## src/rtl/pc_fetch_unit_pkg.sv

```systemverilog
// Shared constants for the fetch-stage program counter and its return-address stack.
package pc_fetch_unit_pkg;

    localparam int unsigned ADDR_W_DEF   = 16;
    localparam logic [15:0] RESET_PC_DEF = 16'h0000;

    localparam logic [1:0] PC_SRC_SEQ = 2'b00;
    localparam logic [1:0] PC_SRC_JMP = 2'b01;
    localparam logic [1:0] PC_SRC_BR  = 2'b10;
    localparam logic [1:0] PC_SRC_RET = 2'b11;

endpackage

```

## src/rtl/return_addr_stack.sv

```systemverilog
// Circular return-address stack: a push when full overwrites the oldest entry, and a pop
// when empty is ignored.
module return_addr_stack #(
    parameter int unsigned DEPTH = 8,
    parameter int unsigned WIDTH = 16
) (
    input  logic             clk,
    input  logic             rst_n,
    input  logic             push,
    input  logic             pop,
    input  logic [WIDTH-1:0] push_data,
    output logic [WIDTH-1:0] top,
    output logic             empty,
    output logic             full
);

    localparam int unsigned PTR_W = $clog2(DEPTH);
    localparam int unsigned CNT_W = PTR_W + 1;
    localparam logic [PTR_W-1:0] PTR_ONE  = PTR_W'(1);
    localparam logic [CNT_W-1:0] CNT_ONE  = CNT_W'(1);
    localparam logic [CNT_W-1:0] CNT_FULL = CNT_W'(DEPTH);

    logic [WIDTH-1:0] mem_q [DEPTH];
    logic [WIDTH-1:0] mem_d [DEPTH];
    logic [PTR_W-1:0] ptr_q, ptr_d;
    logic [CNT_W-1:0] count_q, count_d;

    assign empty = (count_q == '0);
    assign full  = (count_q == CNT_FULL);
    // The pointer names the next free slot, so the top lives one below it.
    assign top   = mem_q[ptr_q - PTR_ONE];

    always_comb begin
        mem_d   = mem_q;
        ptr_d   = ptr_q;
        count_d = count_q;
        if (push) begin
            mem_d[ptr_q] = push_data;
            ptr_d        = ptr_q + PTR_ONE;
            count_d      = full ? count_q : count_q + CNT_ONE;
        end else if (pop && !empty) begin
            ptr_d   = ptr_q - PTR_ONE;
            count_d = count_q - CNT_ONE;
        end
    end

    always_ff @(posedge clk) begin
        if (!rst_n) begin
            ptr_q   <= '0;
            count_q <= '0;
            for (int i = 0; i < int'(DEPTH); i++) begin
                mem_q[i] <= '0;
            end
        end else begin
            ptr_q   <= ptr_d;
            count_q <= count_d;
            mem_q   <= mem_d;
        end
    end

endmodule

```

## src/rtl/pc_fetch_unit.sv

```systemverilog
// Fetch-stage PC register and next-PC select, with valid/PC tags that line up with the
// registered output of the synchronous instruction memory.
module pc_fetch_unit
    import pc_fetch_unit_pkg::*;
#(
    parameter int unsigned        ADDR_W    = ADDR_W_DEF,
    parameter logic [ADDR_W-1:0]  RESET_PC  = ADDR_W'(RESET_PC_DEF),
    parameter int unsigned        RAS_DEPTH = 8
) (
    input  logic              clk,
    input  logic              rst_n,
    input  logic              stall,
    input  logic              kill,
    input  logic [1:0]        pc_src,
    input  logic [ADDR_W-1:0] jump_target,
    input  logic [ADDR_W-1:0] branch_target,
    input  logic              is_call,
    input  logic [ADDR_W-1:0] ret_addr,
    output logic [ADDR_W-1:0] pc,
    output logic [ADDR_W-1:0] pc_fetched,
    output logic              fetch_valid,
    output logic              ras_overflow,
    output logic              ras_underflow
);

    localparam logic [ADDR_W-1:0] PC_ONE = ADDR_W'(1);

    logic [ADDR_W-1:0] pc_q, pc_d;
    logic [ADDR_W-1:0] pc_fetched_q, pc_fetched_d;
    logic              fetch_valid_q, fetch_valid_d;
    logic              ras_ovf_q, ras_ovf_d;
    logic              ras_udf_q, ras_udf_d;

    logic              ras_push, ras_pop;
    logic [ADDR_W-1:0] ras_top;
    logic              ras_empty, ras_full;
    logic [ADDR_W-1:0] next_pc;

    assign ras_push = (pc_src == PC_SRC_JMP) && is_call && !stall;
    assign ras_pop  = (pc_src == PC_SRC_RET) && !stall;

    return_addr_stack #(
        .DEPTH (RAS_DEPTH),
        .WIDTH (ADDR_W)
    ) u_ras (
        .clk       (clk),
        .rst_n     (rst_n),
        .push      (ras_push),
        .pop       (ras_pop),
        .push_data (ret_addr),
        .top       (ras_top),
        .empty     (ras_empty),
        .full      (ras_full)
    );

    always_comb begin
        next_pc = pc_q + PC_ONE;
        unique case (pc_src)
            PC_SRC_SEQ: next_pc = pc_q + PC_ONE;
            PC_SRC_JMP: next_pc = jump_target;
            PC_SRC_BR:  next_pc = branch_target;
            PC_SRC_RET: next_pc = ras_empty ? RESET_PC : ras_top;
            default:    next_pc = pc_q + PC_ONE;
        endcase
    end

    always_comb begin
        pc_d          = pc_q;
        pc_fetched_d  = pc_fetched_q;
        fetch_valid_d = fetch_valid_q;
        ras_ovf_d     = ras_ovf_q;
        ras_udf_d     = ras_udf_q;
        // A stall freezes everything, including any redirect presented alongside it.
        if (!stall) begin
            pc_d          = next_pc;
            pc_fetched_d  = pc_q;
            fetch_valid_d = !kill && (pc_src == PC_SRC_SEQ);
            ras_ovf_d     = ras_ovf_q | (ras_push & ras_full);
            ras_udf_d     = ras_udf_q | (ras_pop & ras_empty);
        end
    end

    always_ff @(posedge clk) begin
        if (!rst_n) begin
            pc_q          <= RESET_PC;
            pc_fetched_q  <= '0;
            fetch_valid_q <= 1'b0;
            ras_ovf_q     <= 1'b0;
            ras_udf_q     <= 1'b0;
        end else begin
            pc_q          <= pc_d;
            pc_fetched_q  <= pc_fetched_d;
            fetch_valid_q <= fetch_valid_d;
            ras_ovf_q     <= ras_ovf_d;
            ras_udf_q     <= ras_udf_d;
        end
    end

    assign pc            = pc_q;
    assign pc_fetched    = pc_fetched_q;
    assign fetch_valid   = fetch_valid_q;
    assign ras_overflow  = ras_ovf_q;
    assign ras_underflow = ras_udf_q;

endmodule
```

## config.mk

```make
export PLATFORM = sky130hd
export DESIGN_NAME = pc_fetch_unit
export DESIGN_NICKNAME = d
export VERILOG_FILES = /design/src/rtl/pc_fetch_unit_pkg.sv /design/src/rtl/return_addr_stack.sv /design/src/rtl/pc_fetch_unit.sv
export SDC_FILE = /design/constraint.sdc
export NUM_CORES = 1
export LEC_CHECK = 0
export ABC_CLOCK_PERIOD_IN_PS = 2600
export CORE_MARGIN = 4
export CORE_UTILIZATION = 40
export CTS_CLUSTER_DIAMETER = 100
export CTS_CLUSTER_SIZE = 8
export DETAILED_ROUTE_END_ITERATION = 16
export PLACE_DENSITY = 0.63
export SKIP_CTS_REPAIR_TIMING = 1
export SLEW_MARGIN = 25
export SYNTH_ARGS = -nofsm -noshare
export SYNTH_HDL_FRONTEND = slang
export SYNTH_SLANG_ARGS = --single-unit
```

## constraint.sdc

```tcl
create_clock -name clk -period 2.6 [get_ports clk]
set_input_delay 0.26 -clock clk [delete_from_list [all_inputs] [get_ports clk]]
set_output_delay 0.26 -clock clk [all_outputs]
set_load 0.02 [all_outputs]
```

==> flow_metrics.env <==
export IMPL_dp_hpwl_mm=14.6
export IMPL_crit_slowest_cell="ha_2"
export IMPL_r2r_start="u_ras.ptr_q[1]$_SDFFE_PN0P_"
export IMPL_cp_cell_sequence="inv_1 > ha_2 > buf_4 > mux4_2 > nand2_1 > a21oi_1 > nor3_1 > nor4_1"
export IMPL_numCtsBuffers=17
export IMPL_setup_violations=0
export IMPL_insertion_delay_ns=0.44
export IMPL_dieArea_um2=21900
export IMPL_critPathMaxFanout=10
export IMPL_avgSynthCellArea_um2=8.89
export IMPL_ys_flop_type="dfxtp_1"
export IMPL_critPathCaptureType="register"
export IMPL_finalCriticalPeriod_ns=2.35
export IMPL_power_mw=5.95
export IMPL_synthArstFlopShare_pct=0
export IMPL_worstSetupStartpointType="register"
export IMPL_grt_max_degree=52
export IMPL_htreeDepth=4
export IMPL_grt_pass1_wl_mm=35.1
export IMPL_peakVddDrop_mv=0.494
export IMPL_report_final_slew_viol_count=0
export IMPL_ioPinCount=90
export IMPL_netlist_instances=880
export IMPL_grtUsageTotal_pct=20.2
export IMPL_worst_slack_ns=0.250
export IMPL_max_slew_margin_rel_pct=49.2
export IMPL_ant_nets=0
export IMPL_min_from="stall"
export IMPL_dr_pass1_iters=5
export IMPL_synth_nets=940
export IMPL_routed_via_count=6464
export IMPL_ys_ff_latch=170
export IMPL_place_ws_ns=0.218
export IMPL_std_cell_rows=50
export IMPL_synthTopCellsByArea="dfxtp_1 (43%), mux2i_1 (13%), nand2_1 (7.8%), mux4_2 (6.9%), a21oi_1 (5.4%)"
export IMPL_grt_overflow=0
export IMPL_critPathKind="reg2reg"
export IMPL_min_period_over_period_pct=90.4
export IMPL_grt_pass1_vias=6282
export IMPL_clockRootBuffer="clkbuf_16"
export IMPL_drive_above_1_share_pct=12.2
export IMPL_critPathTopFamily="adder cells"
export IMPL_clock_sinks=170
export IMPL_synth_edf_count=0
export IMPL_ys_seq_area_share_pct=43.5
export IMPL_place_gp_congestion=0.808
export IMPL_clk_pin_slew_worst_paths_ns=0.06
export IMPL_outcome="finished clean"
export IMPL_worst_path_buf_inv=2
export IMPL_n_antenna_cell=0
export IMPL_drt_wl_total_mm=21.7
export IMPL_critPathRequiredTime_ns=2.90
export IMPL_drc=0
export IMPL_fp_dieW_um=148
export IMPL_syn_area_um2=7820
export IMPL_yosys_warnings=0
export IMPL_cts_max_path_buffers=2
export IMPL_clock_skew_ns=0.00659
export IMPL_area_delta_synth_final_pct=24.1
export IMPL_start_util_pct=41.3
export IMPL_yosys_area_top_type_share_pct=43.5
export IMPL_nets=1015
export IMPL_hold_viol=0
export IMPL_instances_no_fill=1228
export IMPL_clock_fmax_mhz=426
export IMPL_power_density_nw_per_um2=613
export IMPL_hold_class="in2reg"
export IMPL_core_um2=19000
export IMPL_yosysTopAreaCell="dfxtp_1"
export IMPL_crit_arrival_ns=2.65
export IMPL_dp_cells=1196
export IMPL_setup_tns_ns=0
export IMPL_n_fill_cell=1783
export IMPL_cts_tree="built"
export IMPL_synth_cell_types=52
export IMPL_drtIter0Drc=403
export IMPL_cp_slowest_stage_delay_ns=0.54
export IMPL_layout_common_cells="dfxtp_1 (170), nand2_1 (162), nor2_1 (112), mux2i_1 (101), clkdlybuf4s50_1 (88)"
export IMPL_portBuffers=89
export IMPL_rsz0062_at_grt="no"
export IMPL_post_drt_via_cell_ratio=5.26
export IMPL_final_common_cell="dfxtp_1"
export IMPL_antenna_found_initial=0
export IMPL_die_h_um=148
export IMPL_wl_per_cell_um=17.7
export IMPL_tightest_slew_ns=0.761
export IMPL_p_leak_nw=3.30
export IMPL_maxCapViolCount=0
export IMPL_crit_start="u_ras.ptr_q[1]$_SDFFE_PN0P_"
## cells in the mapped netlist (all sizes together) (11+ instances only)
cell type / n
nand2: 164
mux4: 24
a21oi: 85
nand3: 13
a221oi: 11
nor3: 13
dfxtp: 170
o21ai: 15
mux2i: 101
buf: 25
nor2: 113
clkbuf: 52
## worst paths after layout
path	end	slack, ns	cells past startpoint
max	pc[4]$_SDFFE_PN0N_	0.25	8
min	ras_underflow$_SDFFE_PN0N_	0.38	5
max reg2reg	pc[4]$_SDFFE_PN0N_	0.25	8
min reg2reg	ras_overflow$_SDFFE_PN0N_	0.45	2
## cell families after synthesis
logic type               after synthesis  share of synthesized area (%)
adder cells (fa/ha/maj)                5                          0.800
XOR/XNOR                              16                           1.89
AO/OA/AOI/OAI                        138                           10.4
buffers and inverters                 87                           4.88
multiplexers                         126                           20.0
AND/OR/NAND/NOR                      338                           18.6
flip-flops                           170                           43.5
## registers in the layout, indices dropped and copies added, names as in the netlist
register,count
fetch_valid,1
pc,16
pc_fetched,16
ras_overflow,1
ras_underflow,1
u_ras.count_q,4
u_ras.mem_q,128
u_ras.ptr_q,3
## report_power, final
group | leakage, nW | total [mW] | internal [mW] | switching (mW)
clock | 0.290 | 2.55 | 1.47 | 1.08
combinational | 1.63 | 0.705 | 0.320 | 0.386
sequential | 1.37 | 2.69 | 2.65 | 0.0469
total | 3.30 | 5.95 | 4.44 | 1.51
## final cells by class
cell class | instances | area, um^2 | share of cell area [%]
Tap cell | 260 | 325 | 3.35
Sequential cell | 170 | 3400 | 35.0
Inverter | 10 | 40.0 | 0.412
Multi-Input combinational cell | 623 | 4060 | 41.8
Clock buffer | 19 | 453 | 4.66
Timing Repair Buffer | 133 | 1290 | 13.3
Clock inverter | 13 | 143 | 1.47
## per-layer routing
| metal | routed length (um) | vias to the layer above | track usage (%) |
|---|---|---|---|
| met5 | 0 | - | 0 |
| met4 | 267 | 0 | 5.36 |
| met3 | 1260 | 24 | 4.57 |
| met2 | 9840 | 168 | 31.5 |
| met1 | 10300 | 3079 | 28.5 |
| li1 | - | 3193 | - |
## stage by stage
step                hold WS [ns]  util [%]  cell area [um^2]
floorplan                  0.402         -              7840
global placement           0.439      48.1              9120
detailed placement         0.446      48.1              9120
CTS                        0.367      51.2              9710
global route               0.417      51.2              9710
finish                     0.378      51.2              9710
## worst min-delay path, stage by stage
cell and delay [ns]:
buf_2 0.12, nand3b_1 0.20, nor2_1 0.06, nor2_1 0.08, nor2_1 0.04
(Power assumes the default switching activity.)
